==> config.mk <==
export PLATFORM = sky130hd
export DESIGN_NAME = pipe_ctrl
export DESIGN_NICKNAME = d
export VERILOG_FILES = /design/src/rtl/pipe_ctrl.sv
export SDC_FILE = /design/constraint.sdc
export NUM_CORES = 1
export LEC_CHECK = 0
export ABC_AREA = 1
export CAP_MARGIN = 20
export CORE_MARGIN = 1.5
export CORE_UTILIZATION = 44
export DETAILED_ROUTE_END_ITERATION = 8
export GPL_ROUTABILITY_DRIVEN = 1
export PLACE_DENSITY = 0.81
export SLEW_MARGIN = 20
export SYNTH_ARGS = -nofsm -noshare
export SYNTH_HDL_FRONTEND = slang
export SYNTH_SLANG_ARGS = --single-unit
==> constraint.sdc <==
create_clock -name SYS_clk -period 2.6 [get_ports SYS_clk]
set_clock_uncertainty 0.15 [all_clocks]
set_input_delay 0.52 -clock SYS_clk [delete_from_list [all_inputs] [get_ports SYS_clk]]
set_output_delay 0.52 -clock SYS_clk [all_outputs]
set_load 0.02 [all_outputs]
==> src/rtl/pipe_ctrl.sv <==
// pipe_ctrl: run/step/halt sequencer for a five-stage pipeline.
// Owns the fetch PC, generates per-stage write enables and bubble flushes,
// stalls on load-use hazards and redirects on branches resolved in MEM.
//
// Stage control semantics: an enable lets the stage register capture new
// data on the next rising edge; a flush clears the stage register to a
// bubble on that same edge and takes precedence over its enable. Both are
// plain combinational functions of the registered state and this cycle's
// inputs; no handshake back-pressure exists beyond them.
module pipe_ctrl (
    input  logic       SYS_clk,
    input  logic       SYS_reset,
    input  logic       run_mode,
    input  logic       step_req,
    input  logic       pc_load,
    input  logic [7:0] pc_load_val,
    input  logic [4:0] ID_rs,
    input  logic [4:0] ID_rt,
    input  logic       EX_MemRead,
    input  logic [4:0] EX_rt,
    input  logic       ID_exception,
    input  logic       MEM_branch_taken,
    input  logic [7:0] MEM_branch_addr,
    output logic [7:0] PC,
    output logic       IF_ID_en,
    output logic       ID_EX_en,
    output logic       pipe_en,
    output logic       IF_ID_flush,
    output logic       ID_EX_flush,
    output logic       EX_MEM_flush,
    output logic [1:0] state,
    output logic [7:0] stall_cnt
);

    typedef enum logic [1:0] {
        ST_IDLE = 2'd0,
        ST_RUN  = 2'd1,
        ST_STEP = 2'd2,
        ST_HALT = 2'd3
    } state_t;

    state_t     state_q, state_d;
    logic [7:0] pc_q, pc_d;
    logic [7:0] stall_cnt_q, stall_cnt_d;

    logic if_id_en_c, id_ex_en_c, pipe_en_c;
    logic if_id_flush_c, id_ex_flush_c, ex_mem_flush_c;

    logic advance;
    logic load_use;

    // Hazard qualifiers: pipeline advances only in RUN/STEP; register 0 never creates a dependency.
    always_comb begin
        advance  = (state_q == ST_RUN) || (state_q == ST_STEP);
        load_use = EX_MemRead && (EX_rt != 5'd0) &&
                   ((EX_rt == ID_rs) || (EX_rt == ID_rt));
    end

    // Next-state, PC, stall counter and stage controls; branch beats exception beats load-use.
    always_comb begin
        state_d        = state_q;
        pc_d           = pc_q;
        stall_cnt_d    = stall_cnt_q;
        if_id_en_c     = 1'b0;
        id_ex_en_c     = 1'b0;
        pipe_en_c      = 1'b0;
        if_id_flush_c  = 1'b0;
        id_ex_flush_c  = 1'b0;
        ex_mem_flush_c = 1'b0;

        case (state_q)
            ST_IDLE: begin
                if (pc_load) begin
                    pc_d           = pc_load_val;
                    if_id_flush_c  = 1'b1;
                    id_ex_flush_c  = 1'b1;
                    ex_mem_flush_c = 1'b1;
                end else if (run_mode) begin
                    state_d = ST_RUN;
                end else if (step_req) begin
                    state_d = ST_STEP;
                end
            end
            ST_HALT: begin
                if (pc_load) begin
                    pc_d           = pc_load_val;
                    if_id_flush_c  = 1'b1;
                    id_ex_flush_c  = 1'b1;
                    ex_mem_flush_c = 1'b1;
                    state_d        = ST_IDLE;
                end
            end
            default: begin
                // RUN or STEP: a STEP always lasts exactly one advance cycle.
                if (state_q == ST_STEP) begin
                    state_d = ST_IDLE;
                end else if (!run_mode) begin
                    state_d = ST_IDLE;
                end

                if (MEM_branch_taken) begin
                    pc_d           = MEM_branch_addr;
                    if_id_en_c     = 1'b1;
                    id_ex_en_c     = 1'b1;
                    pipe_en_c      = 1'b1;
                    if_id_flush_c  = 1'b1;
                    id_ex_flush_c  = 1'b1;
                    ex_mem_flush_c = 1'b1;
                end else if (ID_exception) begin
                    id_ex_en_c    = 1'b1;
                    pipe_en_c     = 1'b1;
                    id_ex_flush_c = 1'b1;
                    state_d       = ST_HALT;
                end else if (load_use) begin
                    id_ex_en_c    = 1'b1;
                    pipe_en_c     = 1'b1;
                    id_ex_flush_c = 1'b1;
                    if (stall_cnt_q != 8'hFF) begin
                        stall_cnt_d = stall_cnt_q + 8'd1;
                    end
                end else begin
                    pc_d       = pc_q + 8'd1;
                    if_id_en_c = 1'b1;
                    id_ex_en_c = 1'b1;
                    pipe_en_c  = 1'b1;
                end
            end
        endcase
    end

    // State, PC and stall counter registers with asynchronous reset.
    always_ff @(posedge SYS_clk or posedge SYS_reset) begin
        if (SYS_reset) begin
            state_q     <= ST_IDLE;
            pc_q        <= 8'h00;
            stall_cnt_q <= 8'h00;
        end else begin
            state_q     <= state_d;
            pc_q        <= pc_d;
            stall_cnt_q <= stall_cnt_d;
        end
    end

    // Outputs; reset holds every stage frozen and flushed without waiting for a clock.
    always_comb begin
        IF_ID_en     = SYS_reset ? 1'b0 : if_id_en_c;
        ID_EX_en     = SYS_reset ? 1'b0 : id_ex_en_c;
        pipe_en      = SYS_reset ? 1'b0 : pipe_en_c;
        IF_ID_flush  = SYS_reset ? 1'b1 : if_id_flush_c;
        ID_EX_flush  = SYS_reset ? 1'b1 : id_ex_flush_c;
        EX_MEM_flush = SYS_reset ? 1'b1 : ex_mem_flush_c;
        PC           = pc_q;
        state        = state_q;
        stall_cnt    = stall_cnt_q;
    end

endmodule
* Yosys cells after proc, flatten, opt, wreduce, memory -nomap -nowiden
Index checks and enable logic that the tools add are counted.
** Storage, ports and cells
- Input port bits :: 39
- Flip-flop bits (word level) :: 18
- Word-level logic and storage cells :: 58
** Cells by class
- Equality and inequality tests :: 11
- Reductions and logical operators :: 9
- Bitwise gates (word level) :: 3
- Add/subtract/negate cells :: 2
- Mux-type cells :: 30
** Operators with widths (count)
- $mux 8 :: 5
- $add 8x1->8 const B :: 2
- $mux 1 :: 16
- $mux 2 :: 8
- $eq 5x5->1 :: 2
- $ne 8x8->1 const B :: 1
- $ne 3x3->1 const B :: 2
- $reduce_and 3->1 :: 2
- $reduce_and 5->1 :: 1
- $reduce_bool 5->1 :: 1
- $eq 2x2->1 const B :: 2
- $ne 2x2->1 const B :: 2
- $pmux 2 s2 :: 1
- $ne 3x2->1 const B :: 1
- $not 1->1 :: 3
- $logic_and 1x1->1 :: 2
- $logic_not 2->1 :: 1
- $ne 2x1->1 const B :: 1
- $reduce_or 2->1 :: 1
- $logic_or 1x1->1 :: 1

* Logic depth before layout (Yosys ltp)
Gate-level depths: netlist of run 1.
- Depth in word-level cells :: 8
- Gate-level depth with buffers :: 12

* Worst setup path before layout of run 1
No wires, ideal clock.
- Path type :: register -> output
- Start :: reg state_q[0], in the netlist state[0]
- End :: out IF_ID_en
- Path buffers :: 2
- Cell stages (with the launch flop) :: 8
- Arrival :: 2.119 ns
- Slack :: -0.189 ns
- Data required time :: 1.930 ns
- Cells stage by stage :: dfrtp_1 inv_1 ha_1 buf_4 inv_2 buf_2 nor2_1 a21boi_0
** On the way
- Word-level cells in the longest chain between the ends :: 4
- Elaborated cells between the ends (all ways) :: 5
- Those cells by class :: eq/ne (1); mux (2); reduce/logical (2)
** RTL lines
- from (decl) :: RTL line 42 : state_t state_q, state_d;
- from (signal assigned) :: RTL line 138 : state_q <= state_d;
- $eq 2x2->1 or $logic_not 2->1 (tied branches) :: RTL line 71 : case (state_q)
- $reduce_or 2->1 (no line) (*)
- $mux 1 (*) :: RTL line 71
- $mux 1 (*) :: RTL line 146 : IF_ID_en = SYS_reset ? 1'b0 : if_id_en_c;
- to (decl) :: RTL line 25 : output logic IF_ID_en,
Every way passes the cells marked *; elsewhere a longest branch is shown, timed or not.

* Worst setup path in the final report of run 1
- Start :: in ID_rs[4]
- End :: out ID_EX_flush
** On the way
- Word-level cells in the longest chain between the ends :: 8
** RTL lines
- from (decl) :: RTL line 17 : input logic [4:0] ID_rs,
- $eq 5x5->1 :: RTL line 56 : ((EX_rt == ID_rs) || (EX_rt == ID_rt));
- $logic_or 1x1->1 :: RTL line 56
- $logic_and 1x1->1 :: RTL line 55 : load_use = EX_MemRead && (EX_rt != 5'd0) &&
- $mux 1 :: RTL line 114 : end else if (load_use) begin
- $mux 1 :: RTL line 109 : end else if (ID_exception) begin
- $mux 1 :: RTL line 101 : if (MEM_branch_taken) begin
- $mux 1
- $mux 1 :: RTL line 150 : ID_EX_flush = SYS_reset ? 1'b1 : id_ex_flush_c;
- to (decl) :: RTL line 29 : output logic ID_EX_flush,
Every way passes these cells.

==> results of run 1 <==
cells by family (layout without fill, tap and decap cells):
family	count (synthesis)	in the layout
adders and majority gates	5	5
xor gates and xnor gates	8	8
DFF	18	18
AOI/OAI and AO/OA	18	18
buffers and inverters	48	126
and+or+nand+nor	149	149
path summary, 6_finish.rpt:
| kind | to | depth (start not counted) | slack (ns) | start |
|---|---|---|---|---|
| worst min-delay path | stall_cnt[4] | 2 | 0.40 | stall_cnt[4] |
| worst min register to register | stall_cnt[4] | 2 | 0.40 | stall_cnt[4] |
| worst max-delay path | ID_EX_flush | 12 | 0.11 | ID_rs[4] |
| max in group asynchronous | stall_cnt[7] | 3 | 1.62 | SYS_reset |
| min in group asynchronous | state[1] | 3 | 0.42 | SYS_reset |
| worst max register to register | stall_cnt[4] | 12 | 0.62 | state[1] |
metrics by stage:
step | hold slack (ns) | setup WS [ns] | total power [mW] | instances
2_1_floorplan | 0.3256 | 0.04156 | 1.488 | 246
6_report | 0.3955 | 0.1137 | 2.239 | 370
5_1_grt | 0.4214 | -0.009608 | 2.437 | 370
4_1_cts | 0.3950 | -0.03644 | 2.240 | 370
3_5_place_dp | 0.3672 | -0.4816 | 2.089 | 366
3_3_place_gp | 0.3647 | -0.4359 | 2.066 | 366
sequential cells by signal, summed over array words and instances (netlist names):
signal     flops
state          2
stall_cnt      8
PC             8
synth_stat cells (all sizes together):
master  instances  share of area
nand2          95           0.23
inv            42          0.098
nand3          20          0.095
dfrtp          18           0.28
nor2           18          0.057
nand4          13          0.051
o21ai           8          0.025
ha              5          0.039
buf             4          0.017
o211ai          4          0.019
xnor2           4          0.022
xor2            4          0.022
a21oi           2         0.0063
nor3            2         0.0063
a21boi          1         0.0047
a22o            1         0.0055
a22oi           1         0.0047
clkbuf          1         0.0023
clkinv          1         0.0023
nand3b          1         0.0047
o21bai          1         0.0047
power by group through the flow:
| stage | registers [mW] | logic (mW) | clock network, mW |
|---|---|---|---|
| 2_1_floorplan | 0.630 | 0.858 | 0 |
| 3_3_place_gp | 0.516 | 1.55 | 0 |
| 3_5_place_dp | 0.517 | 1.57 | 0 |
| 4_1_cts | 0.512 | 1.55 | 0.181 |
| 5_1_grt | 0.533 | 1.71 | 0.193 |
| 6_report | 0.515 | 1.55 | 0.175 |
worst max-delay path: cells and delay by family:
kind          cells  cell delay [ns]
buf+inv           3             0.64
simple gates      9             0.65
what timing repair did:
item | in CTS | in global routing
endpoints found under the setup margin | 6 | 6
endpoints found under the hold margin | 0 | 0
resized for setup | 12 | 21
gates cloned | 0 | 0
pin swaps | 0 | 1
per-layer routing:
layer	part of all wire	wire length, microns	up-vias
met4	0.0048	19	0
met2	0.48	1904	39
li1	-	-	929
met1	0.47	1872	782
met5	0	0	-
met3	0.047	189	4
area by class of cell:
class / instances / share of cell area
timing repair buffer: 79 / 0.3061
sequential: 18 / 0.1859
multi-input combinational: 180 / 0.4027
tap: 46 / 0.02375
inverter: 43 / 0.06660
clock buffer: 4 / 0.01497
==> Implementation_results.wiki, run 1 <==
{| class="wikitable"
! Metric !! Value
|-
| Footprint of the multi-input gates || 975.9 sq um
|-
| Total count of hold-check failures in the final report || 0
|-
| Number of fill cells || 316
|-
| Layout Area Growth over Synthesis || 51.33%
|-
| Number of clock buffers inserted by TritonCTS || 3
|-
| Total Nets Final || 369
|-
| Part of the power in combinational logic || 0.692
|-
| Slowest stage delay, CP || 0.49 ns
|-
| Post-CTS Setup Inserts || 0
|-
| Wire length of the first global-routing pass || 7.024 mm
|-
| Yosys reg bits || 18
|-
| Switching component of the power || 1.087 mW
|-
| Most frequent CP cell || sky130_fd_sc_hd__nand2_1
|-
| Power density normalized to cell area || 923.8 mW/mm^2
|-
| Maximum capacitance violations || 0
|-
| Minimum period implied by the final worst setup slack || 2.486 ns
|-
| Most common cell after layout, fill and taps aside || sky130_fd_sc_hd__nand2_1
|-
| Highest fanout seen on the critical path || 2
|-
| Transition at the pin with the smallest max-transition slack || 0.3904 ns
|-
| Starting DRT DRC Count || 122
|-
| First-pass detailed-route iteration total || 4
|-
| Multiplexer share of the synthesized area || 0
|-
| Hold-fix buffers at CTS || 0
|-
| Power Internal || 1.151 mW
|-
| Clock latency reported for the late side of the worst-skew pair || 0.30 ns
|-
| Post-Route Utilization || 0.7095
|-
| Via density per instance || 4.741
|-
| Setup repair after global routing missed its margin || yes
|-
| Input/output buffers || 62
|-
| Count of boundary I/O pins || 63
|-
| Clock-pin slew reported for the worst setup and hold paths after clock tree synthesis || 0.10 ns
|-
| DIE WIDTH || 63.33 microns
|-
| Static leakage || 1.267 nW
|-
| Net count after synthesis || 290
|-
| Diodes inserted || 0
|-
| Critical-path cell list || clkdlybuf4s50_1 -> inv_1 -> nand2_1 -> nand2_2 -> nor2_2 -> nand3_2 -> nand2_4 -> nand2_1 -> nand2_2 -> nand2_1 -> nand3_2 -> buf_6
|-
| Fraction of layout instances using a drive strength above 1 || 0.1698
|-
| GR Util met3 || 0.04464
|-
| Synthesized-area fraction occupied by ao, oa, aoi and oai cells || 0.06953
|-
| Min-delay worst type || register to register
|-
| Total number of H-tree levels || 1
|-
| Detailed-route via count || 1,754
|-
| Commonest cells after routing, fill and taps aside || sky130_fd_sc_hd__nand2_1, sky130_fd_sc_hd__clkdlybuf4s50_1, sky130_fd_sc_hd__inv_1
|-
| Highest attainable clock frequency || 402.2 MHz
|-
| CTS tree || done
|-
| Main combinational cell family by area after synthesis || simple AND/OR/NAND/NOR gates
|-
| Sequential element share of the synthesized area || 0.2813
|-
| Placement Cell Area || 0.002380 sq mm
|-
| Sequential power share || 0.230
|-
| Grt total ovfl || 0
|-
| DIE AREA || 0.004011 sq mm
|-
| Library cell used as clock root buffer || sky130_fd_sc_hd__clkbuf_4
|-
| Synthesized area per cell || 6.510 sq um
|-
| Library cell contributing the largest single delay on the critical path || sky130_fd_sc_hd__clkdlybuf4s50_1
|-
| CP endpoint kind || output port
|-
| Share of synthesized cell area in and, or, nand and nor gates || 0.4461
|-
| Rows || 21
|-
| Initial Utilization || 0.4689
|-
| Detailed Place HPWL || 3.217 mm
|-
| Met1 Use GR || 0.2843
|-
| Clock network fraction of total power || 0.078
|-
| Core region area || 0.003416 sq mm
|-
| Number of antenna violations at the first check in global routing || 0
|-
| Cell area after synthesis || 0.001602 sq mm
|-
| Setup violation total in the final timing report || 0
|-
| Gpl congestion || 0.8313
|-
| Total wire length || 3.985 mm
|-
| Number of global-route vias before repair || 1,641
|-
| Switching Fraction || 0.4857
|-
| Max Slew Vio Count || 0
|-
| Post-Synth Adder-Cell Area || 0.03906
|-
| Maximum clock insertion buffer count || 2
|-
| Met2 Track Usage GR || 0.3632
|-
| Fin crit share || 0.9563
|-
| Data arrival, critical path || 1.82 ns
|-
| Routed length per instance || 10.77 microns
|-
| Number of instances in the synthesized netlist || 246
|-
| Layout Cell Area excl Fill || 0.002424 sq mm
|-
| Sum of negative setup slack || 0 ns
|-
| Residual DRC count || 0
|-
| Most heavily used metal layer in global routing || met2
|-
| Result of the run || finished clean
|-
| Crit start category || input port
|-
| Max_slew headroom || 0.7377
|-
| Required time of the critical path || 1.93 ns
|-
| Post-synth cell types || 30
|-
| Total number of clock tree sinks || 18
|-
| Peak supply drop || 581.2 uV
|-
| GRT Util Overall || 0.2136
|-
| Footprint of the flip-flops and latches || 450.4 sq um
|-
| Die extent in y || 63.33 microns
|-
| Xor and xnor area share after synthesis || 0.04375
|-
| Crit path kind || input port to output port
|-
| Maximum number of pins on one net before global-route repair || 16
|-
| Remaining antenna violation count || 0
|-
| YS warnings || 0
|}
Power figures use the tool's default switching activity.
==> inputs of run 2 (changes only) <==
==> constraint.sdc (replaced) <==
create_clock -name SYS_clk -period 2.6 [get_ports SYS_clk]
set_clock_uncertainty 0.15 [all_clocks]
set_input_delay 0.26 -clock SYS_clk [delete_from_list [all_inputs] [get_ports SYS_clk]]
set_output_delay 0.26 -clock SYS_clk [all_outputs]
set_load 0.02 [all_outputs]
==> run 2 against run 1 <==
Effect of this change: combinational power is essentially flat; critical path depth down 6; largest power group unchanged; die area did not move.
==> Implementation_results.wiki, run 2 (synthesis gave the netlist of run 1 again) <==
{| class="wikitable"
! Metric !! Value
|-
| Grt total ovfl || 0 (unchanged)
|-
| Peak supply drop || 498.0 uV (-14%)
|-
| Starting DRT DRC Count || 74 (-39%)
|-
| Fin crit share || 0.9118 (-0.04445)
|-
| First-pass detailed-route iteration total || 4 (unchanged)
|-
| Core region area || 0.003416 sq mm (unchanged)
|-
| Clock latency reported for the late side of the worst-skew pair || 0.29 ns (about the same)
|-
| Gpl congestion || 0.8212 (-1.2%)
|-
| Detailed Place HPWL || 3.169 mm (-1.5%)
|-
| Detailed-route via count || 1,730 (-1.4%)
|-
| Count of boundary I/O pins || 63 (unchanged)
|-
| Min-delay worst type || input port to asynchronous set/reset pin
|-
| Sum of negative setup slack || 0 ns (unchanged)
|-
| Number of antenna violations at the first check in global routing || 0 (unchanged)
|-
| CTS tree || done
|-
| Number of clock buffers inserted by TritonCTS || 3 (unchanged)
|-
| Via density per instance || 4.792 (+1.1%)
|-
| Number of global-route vias before repair || 1,555 (-5.2%)
|-
| Input/output buffers || 62 (unchanged)
|-
| Minimum period implied by the final worst setup slack || 2.371 ns (-0.1156 ns)
|-
| Required time of the critical path || 2.19 ns (+0.26 ns)
|-
| Layout Area Growth over Synthesis || 46.17%
|-
| Maximum capacitance violations || 0 (unchanged)
|-
| Wire length of the first global-routing pass || 6.548 mm (-6.8%)
|-
| Part of the power in combinational logic || 0.701 (+0.009)
|-
| CP endpoint kind || output port
|-
| Most heavily used metal layer in global routing || met2
|-
| Commonest cells after routing, fill and taps aside || sky130_fd_sc_hd__nand2_1, sky130_fd_sc_hd__clkdlybuf4s50_1, sky130_fd_sc_hd__inv_1
|-
| Max_slew headroom || 0.7493 (+0.01163)
|-
| Library cell used as clock root buffer || sky130_fd_sc_hd__clkbuf_4
|-
| Placement Cell Area || 0.002316 sq mm (-2.7%)
|-
| Met2 Track Usage GR || 0.3421 (-0.02105)
|-
| Transition at the pin with the smallest max-transition slack || 0.3731 ns (-0.01731 ns)
|-
| Worst reg2reg startpoint || state[1]
|-
| DIE WIDTH || 63.33 microns (unchanged)
|-
| DIE AREA || 0.004011 sq mm (unchanged)
|-
| Source of the critical timing path || state[1]
|-
| GR Util met3 || 0.02500 (-0.01964)
|-
| Most common cell after layout, fill and taps aside || sky130_fd_sc_hd__nand2_1
|-
| Initial Utilization || 0.4689 (unchanged)
|-
| Maximum number of pins on one net before global-route repair || 10 (-6)
|-
| Power density normalized to cell area || 928.4 mW/mm^2 (+0.50%)
|-
| Rows || 21 (unchanged)
|-
| Hold-fix buffers at CTS || 0 (unchanged)
|-
| Sequential power share || 0.236 (+0.006)
|-
| Highest attainable clock frequency || 421.8 MHz (+4.9%)
|-
| Total number of clock tree sinks || 18 (unchanged)
|-
| Total number of H-tree levels || 1 (unchanged)
|-
| Highest fanout seen on the critical path || 7 (+5)
|-
| Switching component of the power || 1.065 mW (-2.1%)
|-
| Remaining antenna violation count || 0 (unchanged)
|-
| Residual DRC count || 0 (unchanged)
|-
| Crit path kind || register to output port
|-
| Clock-pin slew reported for the worst setup and hold paths after clock tree synthesis || 0.10 ns (about the same)
|-
| Switching Fraction || 0.4899 (+0.004218)
|-
| Crit start category || register
|-
| Data arrival, critical path || 1.96 ns (+0.14 ns)
|-
| Layout Cell Area excl Fill || 0.002341 sq mm (-3.4%)
|-
| Result of the run || finished clean
|-
| Total count of hold-check failures in the final report || 0 (unchanged)
|-
| Setup repair after global routing missed its margin || no
|-
| Diodes inserted || 0 (unchanged)
|-
| Die extent in y || 63.33 microns (unchanged)
|-
| GRT Util Overall || 0.1959 (-0.01766)
|-
| Met1 Use GR || 0.2576 (-0.02668)
|-
| Maximum clock insertion buffer count || 2 (unchanged)
|-
| Total Nets Final || 361 (-2.2%)
|-
| Power Internal || 1.109 mW (-3.7%)
|-
| Static leakage || 1.187 nW (-6.3%)
|-
| Total wire length || 3.881 mm (-2.6%)
|-
| Routed length per instance || 10.75 microns (-0.18%)
|-
| Max Slew Vio Count || 0 (unchanged)
|-
| Setup violation total in the final timing report || 0 (unchanged)
|-
| Fraction of layout instances using a drive strength above 1 || 0.1143 (-0.05547)
|-
| Clock network fraction of total power || 0.063 (-0.015)
|}
run 2: power groups by stage:
stage	clock (mW)	combinational, mW	sequential (mW)
3_5_place_dp	0	1.54	0.520
6_report	0.137	1.52	0.514
2_1_floorplan	0	0.854	0.630
4_1_cts	0.141	1.53	0.515
3_3_place_gp	0	1.52	0.516
5_1_grt	0.157	1.67	0.532
run 2: layer usage:
layer  vias to the layer above  share of wire
met5                         -              0
met4                         0         0.0021
met3                         2          0.047
met2                        45           0.47
met1                       775           0.48
li1                        908              -
run 2: metrics by stage:
stage               setup WS (ns)  utilization  instances  hold WS (ns)  total power, mW
floorplan                 0.07086            -        246       0.06559            1.484
global placement           0.1202       0.6780        358        0.3617            2.041
detailed placement        0.07668       0.6780        358        0.3619            2.057
CTS                       0.03071       0.6839        361       0.05414            2.190
global route              0.09579       0.6853        361       0.08474            2.355
finish                     0.2293       0.6853        361       0.05363            2.173
run 2: worst paths after layout:
check,to,slack (ns),depth (start not counted)
setup / recovery,IF_ID_en,0.23,6
hold / removal,stall_cnt[7],0.05,2
setup reg to reg,stall_cnt[4],0.53,12
hold reg to reg,stall_cnt[4],0.39,2
max in group asynchronous,PC[3],1.86,3
min in group SYS_clk,stall_cnt[4],0.39,2
run 2: worst max-delay path: stages, from the launching register on:
cell                            delay, ns
sky130_fd_sc_hd__dfrtp_1             0.40
sky130_fd_sc_hd__inv_1               0.07
sky130_fd_sc_hd__ha_2                0.41
sky130_fd_sc_hd__inv_2               0.11
sky130_fd_sc_hd__nor2_1              0.13
sky130_fd_sc_hd__a21boi_0            0.18
sky130_fd_sc_hd__dlygate4sd2_1       0.37
run 2: final cells by class:
class | count | area [sq um]
Fill cell | 317 | 1075
Multi-Input combinational cell | 180 | 960.9
Timing Repair Buffer | 71 | 688.2
Sequential cell | 18 | 450.4
Inverter | 43 | 161.4
Tap cell | 46 | 57.56
Clock buffer | 3 | 22.52
run 2: what timing repair did:
| action | in CTS | in global routing |
|---|---|---|
| gates resized for setup | 5 | 2 |
| gates cloned | 0 | 0 |
| buffers inserted | 0 | 0 |
| setup endpoints to repair | 6 | 2 |
==> variant (config.mk and constraints of run 2) <==
Put a register stage on the output `stall_cnt`. The value now appears one clock later. The other outputs are not delayed to match.
--- a/src/rtl/pipe_ctrl.sv
+++ b/src/rtl/pipe_ctrl.sv
@@ -39,4 +39,6 @@
         ST_HALT = 2'd3
     } state_t;
+
+    logic [7:0] stall_cnt_c;
 
     state_t     state_q, state_d;
@@ -152,5 +154,9 @@
         PC           = pc_q;
         state        = state_q;
-        stall_cnt    = stall_cnt_q;
+        stall_cnt_c  = stall_cnt_q;
+    end
+
+    always_ff @(posedge SYS_clk) begin
+        stall_cnt <= stall_cnt_c;
     end
 
Formal check against the unedited RTL: not equivalent (a bounded check fails within 4 cycles, from zero or initial values and one cycle with SYS_reset high).
==> variant against run 2 <==
- via count is 3.6% higher
- sequential power rose by 20%
- cell area increased by 6.6%
- synthesized area is 7.7% higher
- setup slack lost 0.047 ns
- power up 9.4%
- sequential share of layout area up 5.2 points
- global-route usage increased by 2.5 points
- sequential cell count rose by 8
- clock power grew 150%
- non-clock buffer count is 2 lower
- critical path depth down 1
- routed wire length up 13%
==> variant: results (changes against run 2) <==
- Adder-Cell Fraction of Synth Area: 3.628% (-0.28 points)
- Xor and xnor area share after synthesis: 4.064% (-0.31 points)
- Worst r2r dst: PC[1]$_DFFE_PP0P_
- Final wirelength: 4.402 mm (+13%)
- Lkg Pwr: 1.265 nW (+6.6%)
- Vias per inst: 4.870 (+1.6%)
- Worst vdd ir: 0.0008394 V (+69%)
- Yosys cell types: 33 (+10%)
- R2R depth: 9 (-3)
- GRT Util Overall: 22.06% (+2.5 points)
- Post-DP HPWL: 3.408 mm (+7.6%)
- Layout cell share with drive strength beyond 1: 8.125% (-3.3 points)
- Status: completed
- Reg2reg setup slack: 0.42 ns (-0.11 ns)
- First-pass GRT wire length: 7.438 mm (+14%)
- Nets: 365 (+1.1%)
- Syn nets: 297 (+2.4%)
- Async SR Flop Fraction: 69.23% (-31 points)
- Drt first pass iters: 4 (unchanged)
- Area contributors post-synth: dfrtp_1 26%, nand2_1 21%, dfxtp_1 9.3%
- Routability cong.: 0.8416 (+2.5%)
- RR Startpoint: state[0]$_DFFE_PP0P_
- Vias in the first global route: 1,701 (+9.4%)
- Synth Area in Compound Gates: 5.806% (-1.1 points)
- DRT iter0 DRCs: 156 (+110%)
- Largest net degree at the start of global routing: 19 (+9)
- CP Capture Point: ID_EX_en
- Min-delay worst type: in2async
- Fillers: 308 (-2.8%)
- Ys flop type: dfrtp_1
- Actual slew at the worst max-slew pin: 0.3814 ns (+0.008273 ns)
- Sequential-to-total area share from yosys stat: 35.41% (+7.3 points)
- Port Buffer Count: 62 (unchanged)
- CTS root buf: clkbuf_8
-- variant: critical path, stage by stage (launching register included) --
cell             delay (ns)
dfrtp_1                0.39
inv_1                  0.09
ha_1                   0.36
inv_4                  0.10
nor2_1                 0.16
clkdlybuf4s50_1        0.63
-- variant: metrics by stage --
stage | worst slack, ns | hold WS [ns] | util, % | instance area [um^2] | cells
finish | 0.1819 | 0.2196 | 67.14 | 2495 | 368
floorplan | 0.1313 | 0.06559 | - | 1724 | 253
global route | 0.07084 | 0.2642 | 67.14 | 2495 | 368
detailed placement | 0.04792 | 0.2786 | 65.22 | 2424 | 364
CTS | 0.1756 | 0.2375 | 67.14 | 2495 | 368
global placement | 0.07942 | 0.2629 | 65.22 | 2424 | 364
-- variant: where the power goes --
part           internal [mW]  switching [mW]
clock                  0.206           0.131
combinational          0.607           0.819
sequential             0.504           0.111
total                   1.32            1.06
-- variant: final cells by class --
| class | instances | area share, % |
|---|---|---|
| Sequential cell | 26 | 24.47 |
| Clock inverter | 1 | 1.204 |
| Tap cell | 48 | 2.407 |
| Multi-Input combinational cell | 186 | 38.06 |
| Clock buffer | 3 | 1.655 |
| Inverter | 35 | 5.416 |
| Timing Repair Buffer | 69 | 26.78 |
-- variant: per-layer routing --
| layer | vias up | GRT usage [%] | part of all wire [%] |
|---|---|---|---|
| met1 | 795 | 28.26 | 47 |
| met4 | 0 | 8.073 | 1.6 |
| met3 | 8 | 2.740 | 4.7 |
| met2 | 53 | 38.01 | 46 |
| met5 | - | 0 | 0 |
| li1 | 936 | - | - |
-- variant: timing repair --
action | in CTS | in global routing
setup endpoints to repair | 4 | 0
hold endpoints to repair | 0 | 0
gates resized for setup | 6 | 0
